**config.mk**
```make
export PLATFORM = sky130hd
export DESIGN_NAME = serial_skip_add_ctrl
export DESIGN_NICKNAME = d
export VERILOG_FILES = /design/src/rtl/serial_add_pkg.sv /design/src/rtl/skip_slice_4b.sv /design/src/rtl/serial_skip_add_ctrl.sv
export SDC_FILE = /design/constraint.sdc
export NUM_CORES = 1
export LEC_CHECK = 0
export BUFFER_PORTS_ARGS = -buffer_cell sky130_fd_sc_hd__buf_2
export CAP_MARGIN = 20
export CORE_UTILIZATION = 61
export CTS_BUF_LIST = sky130_fd_sc_hd__clkbuf_2 sky130_fd_sc_hd__clkbuf_4 sky130_fd_sc_hd__clkbuf_8
export CTS_CLUSTER_SIZE = 30
export DETAILED_ROUTE_END_ITERATION = 8
export GPL_TIMING_DRIVEN = 0
export PLACE_DENSITY = 0.84
export REMOVE_ABC_BUFFERS = 1
export SYNTH_ARGS = -nofsm -noshare
export SYNTH_HDL_FRONTEND = slang
export SYNTH_SLANG_ARGS = --single-unit
```
**constraint.sdc**
```tcl
create_clock -name clk -period 9.6 [get_ports clk]
set_input_delay 2.4 -clock clk [delete_from_list [all_inputs] [get_ports clk]]
set_output_delay 2.4 -clock clk [all_outputs]
set_load 0.01 [all_outputs]
```
**src/rtl/serial_add_pkg.sv**
```systemverilog
// Shared definitions for the slice-serial skip adder: FSM states and slice width.
package serial_add_pkg;

  localparam int SLICE_WIDTH = 4;

  typedef enum logic [1:0] {
    IDLE = 2'd0,
    RUN  = 2'd1,
    DONE = 2'd2
  } state_e;

endpackage

```
**src/rtl/skip_slice_4b.sv**
```systemverilog
// Combinational 4-bit ripple adder with a propagate-all carry bypass.
// When every bit propagates, the carry-out is taken straight from the carry-in
// and the skip flag is raised so the controller can count bypassed slices.
module skip_slice_4b (
  input  logic [3:0] a_i,
  input  logic [3:0] b_i,
  input  logic       cin_i,
  output logic [3:0] sum_o,
  output logic       cout_o,
  output logic       skip_o
);

  logic [3:0] propagate;
  logic [3:0] generate_;
  logic [4:0] rippleCarry;

  assign propagate = a_i ^ b_i;
  assign generate_ = a_i & b_i;

  // Ripple the carry through the four bits and form the sum bits.
  always_comb begin
    rippleCarry    = '0;
    sum_o          = '0;
    rippleCarry[0] = cin_i;
    for (int i = 0; i < 4; i++) begin
      sum_o[i]         = propagate[i] ^ rippleCarry[i];
      rippleCarry[i+1] = generate_[i] | (propagate[i] & rippleCarry[i]);
    end
  end

  // Bypass the ripple chain when all four bits propagate.
  always_comb begin
    skip_o = &propagate;
    cout_o = skip_o ? cin_i : rippleCarry[4];
  end

endmodule

```
**src/rtl/serial_skip_add_ctrl.sv**
```systemverilog
// Slice-serial adder controller: accepts A, B and carry-in, then adds one
// 4-bit slice per cycle (LSB first) through a single shared skip_slice_4b,
// and presents sum, carry-out and the number of bypassed slices in DONE.
module serial_skip_add_ctrl #(
  parameter int WIDTH = 32,
  parameter int SLICE = serial_add_pkg::SLICE_WIDTH
) (
  input  logic                           clk,
  input  logic                           rst,
  input  logic                           in_valid,
  output logic                           in_ready,
  input  logic [WIDTH-1:0]               a,
  input  logic [WIDTH-1:0]               b,
  input  logic                           cin,
  output logic                           out_valid,
  input  logic                           out_ready,
  output logic [WIDTH-1:0]               sum,
  output logic                           cout,
  output logic [$clog2(WIDTH/SLICE):0]   skip_count
);

  import serial_add_pkg::*;

  localparam int NSLICE = WIDTH / SLICE;
  localparam int IDXW   = (NSLICE > 1) ? $clog2(NSLICE) : 1;
  localparam int CNTW   = $clog2(WIDTH / SLICE) + 1;
  localparam logic [IDXW-1:0] LAST_IDX = IDXW'(NSLICE - 1);

  state_e            state_q, state_d;
  logic [WIDTH-1:0]  opA_q, opB_q;
  logic [WIDTH-1:0]  sum_q;
  logic              carry_q;
  logic              cout_q;
  logic [CNTW-1:0]   skipCnt_q;
  logic [IDXW-1:0]   sliceIdx_q;

  logic              accept;
  logic              lastSlice;
  logic [SLICE-1:0]  sliceA, sliceB, sliceSum;
  logic              sliceCout, sliceSkip;

  assign accept    = in_valid & in_ready;
  assign lastSlice = (sliceIdx_q == LAST_IDX);
  assign sliceA    = opA_q[sliceIdx_q*SLICE +: SLICE];
  assign sliceB    = opB_q[sliceIdx_q*SLICE +: SLICE];

  skip_slice_4b u_slice (
    .a_i    (sliceA),
    .b_i    (sliceB),
    .cin_i  (carry_q),
    .sum_o  (sliceSum),
    .cout_o (sliceCout),
    .skip_o (sliceSkip)
  );

  // State register; reset wins over any handshake in the same cycle.
  always_ff @(posedge clk) begin
    if (rst) state_q <= IDLE;
    else     state_q <= state_d;
  end

  // Next state: accept starts RUN, the last slice ends in DONE, and a consumed
  // result either chains straight into a new accept or drops back to IDLE.
  always_comb begin
    state_d = state_q;
    unique case (state_q)
      IDLE: if (accept) state_d = RUN;
      RUN:  if (lastSlice) state_d = DONE;
      DONE: if (out_ready) state_d = accept ? RUN : IDLE;
      default: state_d = IDLE;
    endcase
  end

  // Handshake outputs decoded from the current state.
  always_comb begin
    in_ready  = 1'b0;
    out_valid = 1'b0;
    unique case (state_q)
      IDLE: in_ready = 1'b1;
      RUN:  in_ready = 1'b0;
      DONE: begin
        in_ready  = out_ready;
        out_valid = 1'b1;
      end
      default: in_ready = 1'b0;
    endcase
  end

  // Operand capture on accept, then one slice of sum/carry/skip per RUN cycle.
  // Result registers only change in RUN or on accept, so they hold in DONE.
  always_ff @(posedge clk) begin
    if (rst) begin
      opA_q      <= '0;
      opB_q      <= '0;
      sum_q      <= '0;
      carry_q    <= 1'b0;
      cout_q     <= 1'b0;
      skipCnt_q  <= '0;
      sliceIdx_q <= '0;
    end else if (accept) begin
      opA_q      <= a;
      opB_q      <= b;
      carry_q    <= cin;
      sum_q      <= '0;
      cout_q     <= 1'b0;
      skipCnt_q  <= '0;
      sliceIdx_q <= '0;
    end else if (state_q == RUN) begin
      sum_q[sliceIdx_q*SLICE +: SLICE] <= sliceSum;
      carry_q    <= sliceCout;
      skipCnt_q  <= skipCnt_q + {{(CNTW-1){1'b0}}, sliceSkip};
      if (lastSlice) begin
        cout_q     <= sliceCout;
        sliceIdx_q <= '0;
      end else begin
        sliceIdx_q <= sliceIdx_q + 1'b1;
      end
    end
  end

  assign sum        = sum_q;
  assign cout       = cout_q;
  assign skip_count = skipCnt_q;

endmodule

```
==> results.toml, run 1 <==
[yosys]
synth-seq-cells = 107
synth.most_common_cell = "dfxtp_1"
yosys_warnings = 0
syn_area_per_cell_um2 = 9.47
async_flop_share_pct = 0
synth-main-ff-cell = "dfxtp_1"
synth_area_leaders = "dfxtp_1, or4b_1, a21oi_1, o31ai_1, mux4_1"
postSynthCellCount = 611
seq_area_frac_synth_pct = 37.0
ys_top_cells_by_count = "dfxtp_1, a21oi_1, o31ai_1, or4b_1, clkbuf_1"
synth-edff-count = 0
synth.distinct_cells = 48
yosys.area.top_type = "dfxtp_1"
yosysTopAreaCellShare_pct = 37.0
syn_area_mm2 = 0.00579

[power]
ir_worst_vdd_mv = 0.0966
p_per_area_mw_per_mm2 = 135
leakage_nw = 2.59
netSwitchingFraction_pct = 26.3
p_switching_uw = 230
p_clk_share_pct = 31.1
p_int_uw = 645
seqPwrFrac_pct = 54.5
comb_power_share_pct = 14.4

[clocking]
post_cts_resized = 0
cts.sink_count = 107
numCtsBuffers = 9
path_clk_slew_ps = 90
cts_setup_buffers = 0
cts_tree = "built"
cts-root-buf = "clkbuf_8"
h-tree-depth = 3
cts_buffer_depth = 2
cts_hold_buffers = 0
clkLatencyLatePin_ps = 370

[worst_setup_path]
cp.depth = 4
rr_startpoint = "sliceIdx_q[0]"
critical_path.top_delay_family = "simple AND/OR/NAND/NOR gates"
slowest_stage = "nor2b_4"
start_kind = "input pin"
crit_end = "in_ready"
r2r_setup_slack_ps = 5510
cp.required_ps = 7200
critPathArrivalTime_ps = 3510
path_cells = "buf_2 -> nor2b_4 -> nor2_1 -> buf_2"
worstPathMaxFanout = 45
critPathMaxStageDelay_ps = 730
path_buf_inv = 2
cp-end-kind = "output pin"
startpoint = "out_ready"
r2r_end = "sum[27]"
crit_path_frequent_cell = "buf_2"
worstSetupPathType = "input pin to output pin"
ff2ff_path_depth = 12

[timing]
setup_tns_ps = 0
hold_viol = 0
rsz0062_at_grt = "false"
setup-violations-final = 0
worstMarginPinSlew_ps = 951
fmax_mhz = 169
fin_crit_sh_pct = 61.5
fin_worst_skew_ps = 11.2
max-slew-margin-rel_pct = 36.6
period_minus_slack_ps = 5910
slew_violations = 0
layout_setup_ws_ps = 3690

[global_routing]
grt_pass1_wl_mm = 20.9
grt_overflow = 0
track_usage_pct = 25.9
grt_max_degree = 118
grt_pass1_vias = 4484
grt_antenna_before_repair = 0

[floorplan]
fp.dieH_um = 99.4
core_area_mm2 = 0.00920
io_pins = 108
row_count = 35
dieArea_mm2 = 0.00988
initial_core_util_pct = 62.9
die_w_um = 99.4

[place]
globalplace.congestion = 0.793
hpwl_mm = 8.22
port_buffers = 107
pre_cts_ws_ps = 3700

[job]
max-cap-violations = 0

[finish]
fin_nets = 749
area_delta_synth_final_pct = 12.3
multi_input_area_mm2 = 0.00328
seq_area_mm2 = 0.00215
utilization_pct = 70.7
nFillCells = 718
diodes = 0
layout-drive-gt1-share_pct = 21.6

[drt]
drt.antenna.violating_nets = 0
first_pass_iters = 4
wl_per_cell_um = 16.1
drt_iter0_drc = 219
viasPerCell = 6.37
drcViolationCount = 0
drt-total-wl_mm = 12.5
vias = 4958

[hold_path]
hold_class = "register to register"

[outcome]
outcome = "finished, final reports clean"
## flip-flops by register name (all words and copies together) (netlist names)
| name | count |
|---|---|
| carry_q | 1 |
| skip_count | 4 |
| opB_q | 32 |
| cout | 1 |
| sliceIdx_q | 3 |
| opA_q | 32 |
| state_q | 2 |
| sum | 32 |
## through the flow
stage	power (mW)	std cells	area, um2	hold WS [ps]
2_1_floorplan	0.562	537	5430	437
3_3_place_gp	0.600	755	6110	451
3_5_place_dp	0.612	762	6290	458
4_1_cts	0.877	777	6480	471
5_1_grt	0.910	778	6500	488
6_report	0.875	778	6500	470
## worst reg2reg max path: cells and delay by family, from the launching register on
kind	cells	cell delay (ps)
flip-flops	1	960
AO/OA/AOI/OAI	1	160
buffers and inverters	2	120
AND/OR/NAND/NOR	4	770
adder cells (fa/ha/maj)	4	1310
multiplexers	1	710
## power groups by stage
stage / registers (mW) / logic, mW / clock network, mW
after global placement: 0.494 / 0.106 / 0
after global routing: 0.480 / 0.139 / 0.291
after CTS: 0.477 / 0.125 / 0.275
after detailed placement: 0.488 / 0.124 / 0
after floorplan: 0.488 / 0.0735 / 0
final: 0.477 / 0.126 / 0.272
## placed cells by master (no fill, tap or decap), types with 5 or more instances in the layout
cell	instances
or4b_1	66
nand3_1	23
dfxtp_1	105
and4b_1	5
nand2_1	34
mux4_1	12
buf_2	107
o31ai_1	66
nor2_1	6
inv_1	6
o21ai_0	27
ha_1	13
nand4_1	6
clkbuf_8	9
a21oi_1	102
nor4bb_1	6
## cell families after synthesis
family,count (synthesis),share of synthesized area [%]
xor gates and xnor gates,1,0.151
adders and majority gates,17,4.19
DFF,107,37.0
and+or+nand+nor,181,23.6
AOI/OAI and AO/OA,206,21.2
muxes,17,7.18
buffers and inverters,82,6.62
## metal layers
| metal | share of wire (%) | GRT usage (%) | vias to the layer above |
|---|---|---|---|
| li1 | - | - | 2475 |
| met1 | 45 | 34.6 | 2324 |
| met2 | 49 | 42.7 | 136 |
| met3 | 4.1 | 3.37 | 23 |
| met4 | 2.0 | 10.5 | 0 |
| met5 | 0 | 0 | - |
## cell type report
class / instances / area share [%]
clock inverter: 4 / 0.809
multi-input combinational: 422 / 50.5
clock buffer: 11 / 2.14
inverter: 8 / 0.501
sequential: 107 / 33.0
timing repair buffer: 115 / 10.9
tap: 111 / 2.14
## worst min path at each step
| stage | slack (ps) | endpoint | start | cells past startpoint |
|---|---|---|---|---|
| after floorplan | 440 | opA_q[20] | opA_q[20] | 2 |
| after global placement | 450 | opA_q[27] | opA_q[27] | 2 |
| after detailed placement | 460 | opB_q[8] | opB_q[8] | 2 |
| after CTS | 470 | opB_q[30] | opB_q[30] | 2 |
| after global routing | 490 | opB_q[18] | opB_q[18] | 2 |
| final | 470 | opB_q[30] | opB_q[30] | 2 |
No activity file was read; power rests on OpenSTA's default activity.
==> run 2, diff against run 1 <==
CORE_UTILIZATION = 58   (was 61)
PLACE_DENSITY = 0.8   (was 0.84)
clock period = 5.5 ns   (was 9.6 ns; I/O delays follow)
==> run 2 against run 1 <==
Clock power increased by 79%; flip-flop and latch count unchanged; worst setup slack got worse by 2400 ps; hold slack about the same; clock skew decreased by 3.2 ps; critical endpoint unchanged.
==> results.toml, run 2 (same netlist as run 1, synthesis figures left out) <==
[place]
hpwl_mm = 8.33
post_dp_cell_area_mm2 = 0.00634
globalplace.congestion = 0.787
dpl.cell_count = 785
port_buffers = 107

[finish]
layout-drive-gt1-share_pct = 21.7
area_delta_synth_final_pct = 12.9
design_area_mm2 = 0.00653
fin_cells = 801
nFillCells = 824
diodes = 0
final_common_cell = "buf_2"
fin_nets = 749
layout_common_cells = "buf_2, dfxtp_1, a21oi_1, or4b_1, o31ai_1"

[floorplan]
initial_core_util_pct = 59.5
io_pins = 108
core_area_mm2 = 0.00973
fp.dieH_um = 102
die_w_um = 102
row_count = 36
dieArea_mm2 = 0.0104

[drt]
viasPerCell = 6.23
drt_iter0_drc = 295
drt-total-wl_mm = 12.7
drt.antenna.violating_nets = 0
drcViolationCount = 0
first_pass_iters = 5
wl_per_cell_um = 15.8
vias = 4989

[worst_setup_path]
cp-end-kind = "output pin"
critPathArrivalTime_ps = 2800
worstSetupPathType = "input pin to output pin"
worstPathMaxFanout = 49
start_kind = "input pin"
cp.required_ps = 4120

[clocking]
cts-root-buf = "clkbuf_8"
numCtsBuffers = 9
post_cts_resized = 0
cts_tree = "built"
cts.sink_count = 107
clkLatencyLatePin_ps = 380
cts_hold_buffers = 0
path_clk_slew_ps = 100
h-tree-depth = 3
cts_setup_buffers = 0
cts_buffer_depth = 2

[timing]
fin_crit_sh_pct = 75.9
max-slew-margin-rel_pct = 33.4
period_minus_slack_ps = 4180
fmax_mhz = 240
fin_worst_skew_ps = 8.05
hold_viol = 0
setup_tns_ps = 0
slew_violations = 0
setup-violations-final = 0
worstMarginPinSlew_ps = 996
rsz0062_at_grt = "false"

[global_routing]
track_usage_pct = 25.4
grt_overflow = 0
grt_pass1_wl_mm = 20.9
grt_pass1_vias = 4462
grt_antenna_before_repair = 0
grt_max_degree = 90

[power]
p_per_area_mw_per_mm2 = 236
leakage_nw = 2.61
ir_worst_vdd_mv = 0.124

[outcome]
outcome = "finished, final reports clean"

[hold_path]
hold_class = "register to register"

[job]
max-cap-violations = 0
-- run 2: changes by cell type in the layout (fill, tap and decap cells not counted), sizes merged --
cell,before,now
clkinv,1,5
clkinvlp,3,0
-- run 2: cell type report --
cell class,instances,area (um2),area share [%]
clock buffers,11,139,2.13
clock inverters,5,53.8,0.824
inverters,8,32.5,0.498
multi-input cells,422,3280,50.2
flip-flops and latches,107,2150,32.9
well taps,133,166,2.55
repair buffers,115,712,10.9
-- run 2: power by group --
group | internal, mW | switching (mW) | total, mW
Combinational | 0.102 | 0.116 | 0.217
Sequential | 0.806 | 0.0309 | 0.837
Clock | 0.220 | 0.268 | 0.487
Total | 1.13 | 0.414 | 1.54
-- run 2: routing by layer --
layer	vias up	routed length, um	track usage [%]
met4	0	201	10.0
met2	153	6110	41.6
met5	-	0	0
met3	14	611	3.08
li1	2485	-	-
met1	2337	5760	34.5
-- run 2: through the flow --
| stage | total power, mW | util, % | hold WS, ps | setup slack [ps] |
|---|---|---|---|---|
| 2_1_floorplan | 0.981 | - | 437 | 909 |
| 3_3_place_gp | 1.05 | 63.1 | 450 | -781 |
| 3_5_place_dp | 1.07 | 65.1 | 458 | 1350 |
| 4_1_cts | 1.54 | 67.1 | 471 | 1350 |
| 5_1_grt | 1.60 | 67.1 | 491 | 1190 |
| 6_report | 1.54 | 67.1 | 470 | 1320 |
-- run 2: final timing paths --
path	start	end	slack (ps)	depth (start not counted)
setup / recovery	out_ready	in_ready	1320	5
hold / removal	opA_q[9]	opA_q[9]	470	2
setup reg to reg	sliceIdx_q[0]	sum[11]	1410	12
hold reg to reg	opA_q[9]	opA_q[9]	470	2
-- run 2: critical path, stage by stage --
cell and delay [ps]:
buf_2 120, nor2b_4 770, buf_12 300, nor2_1 50
buf_2 140
==> run 3, diff against run 2 <==
clock period = 4.2 ns   (was 5.5 ns; I/O delays follow)
==> run 3 against run 2 <==
Via count is 0.50% higher; flip-flop and latch count stayed put; largest power group unchanged; worst setup slack worse by 950 ps; clock power is 31% higher.
==> results.toml, run 3 (same netlist as run 1, synthesis figures left out) <==
[outcome]
outcome = "finished, final reports clean"

[timing]
max-slew-margin-rel_pct = 33.8
worstMarginPinSlew_ps = 991
setup_tns_ps = 0
layout_setup_ws_ps = 379
whs_ps = 470
setup-violations-final = 0
fin_crit_sh_pct = 91.0
hold_viol = 0
slew_violations = 0
fin_worst_skew_ps = 8.33
fmax_mhz = 262
period_minus_slack_ps = 3820
rsz0062_at_grt = "false"

[hold_path]
hold_class = "register to register"
min_from = "opB_q[31]"
hold_depth = 2
hold_end = "opB_q[31]"

[global_routing]
grt_overflow = 0
grt_max_degree = 90
track_usage_pct = 25.4
grt_pass1_wl_mm = 20.9
grt_antenna_before_repair = 0
grt_pass1_vias = 4462

[worst_setup_path]
path_buf_inv = 2
slowest_stage = "dfxtp_4"
ff2ff_path_depth = 12
critPathMaxStageDelay_ps = 720
worstSetupPathType = "register to register"
start_kind = "register"
crit_path_frequent_cell = "fa_1"
cp.required_ps = 4520
path_cells = "mux4_1 -> nand2_1 -> nand2_1 -> fa_1 -> inv_1 -> fa_1 -> fa_1 -> inv_1 -> fa_1 -> nor4bb_1 -> nand3_1 -> a21oi_1"
critical_path.top_delay_family = "adder cells"
r2r_setup_slack_ps = 380
rr_startpoint = "sliceIdx_q[0]"
critPathArrivalTime_ps = 4140
cp-end-kind = "register"
r2r_end = "sum[11]"
worstPathMaxFanout = 40

[place]
globalplace.congestion = 0.787
hpwl_mm = 8.33
port_buffers = 107
pre_cts_ws_ps = 153

[floorplan]
fp.dieH_um = 102
initial_core_util_pct = 59.5
core_area_mm2 = 0.00973
dieArea_mm2 = 0.0104
io_pins = 108
die_w_um = 102
row_count = 36

[finish]
layout-drive-gt1-share_pct = 21.7
final_common_cell = "buf_2"
utilization_pct = 67.2
diodes = 0
fin_nets = 749
nFillCells = 824
layout_common_cells = "buf_2, dfxtp_1, a21oi_1, or4b_1, o31ai_1"
area_delta_synth_final_pct = 12.9

[clocking]
cts_tree = "built"
cts.sink_count = 107
cts_setup_buffers = 0
path_clk_slew_ps = 100
h-tree-depth = 3
cts_buffer_depth = 2
clkLatencyLatePin_ps = 380
cts-root-buf = "clkbuf_8"
numCtsBuffers = 9

[drt]
drcViolationCount = 0
vias = 5014
drt.antenna.violating_nets = 0
viasPerCell = 6.26
drt-total-wl_mm = 12.8
first_pass_iters = 5
wl_per_cell_um = 15.9
drt_iter0_drc = 268

[power]
leakage_nw = 2.61
finalPower_mw = 2.02
ir_worst_vdd_mv = 0.163
p_per_area_mw_per_mm2 = 309

[job]
max-cap-violations = 0
-- run 3: worst max-delay path by stage --
stage,start,to,depth (start not counted)
2_1_floorplan,in_valid,skip_count[2],3
3_3_place_gp,state_q[0],cout,2
3_5_place_dp,sliceIdx_q[0],sum[11],12
4_1_cts,sliceIdx_q[0],sum[11],12
5_1_grt,sliceIdx_q[0],sum[27],12
6_report,sliceIdx_q[0],sum[11],12
-- run 3: cell type report --
class / instances / area (um2) / area share, %
tap: 133 / 166 / 2.55
clock buffer: 11 / 139 / 2.13
multi-input combinational: 422 / 3280 / 50.2
inverter: 8 / 32.5 / 0.498
timing repair buffer: 115 / 712 / 10.9
sequential: 107 / 2150 / 32.9
clock inverter: 5 / 53.8 / 0.823
-- run 3: report_power, final --
group	total (mW)	leakage (nW)	internal [mW]	switching, mW
Combinational	0.285	1.63	0.133	0.152
Clock	0.637	0.104	0.288	0.350
Sequential	1.10	0.874	1.05	0.0409
Total	2.02	2.61	1.48	0.543
-- run 3: per-layer routing --
metal | track usage [%] | vias up | routed length, um
met2 | 41.6 | 156 | 6150
met1 | 34.5 | 2353 | 5810
met3 | 3.08 | 18 | 587
met5 | 0 | - | 0
met4 | 10.0 | 0 | 209
li1 | - | 2487 | -
-- run 3: per-stage QoR --
step,instance area (um2),cells
floorplan,5430,537
global route,6530,801
CTS,6530,801
detailed placement,6340,785
global placement,6140,777
finish,6530,801
-- run 3: timing repair --
item	CTS	global route
endpoints found under the setup margin	0	4
gates resized for setup	0	1
hold buffers	0	0
-- run 3: worst register-to-register path, delay by kind of cell, from the launching register on --
family / cells / cell delay, ps
AND/OR/NAND/NOR: 4 / 770
adder cells (fa/ha/maj): 4 / 1320
flip-flops: 1 / 720
AO/OA/AOI/OAI: 1 / 150
multiplexers: 1 / 680
buffers and inverters: 2 / 120
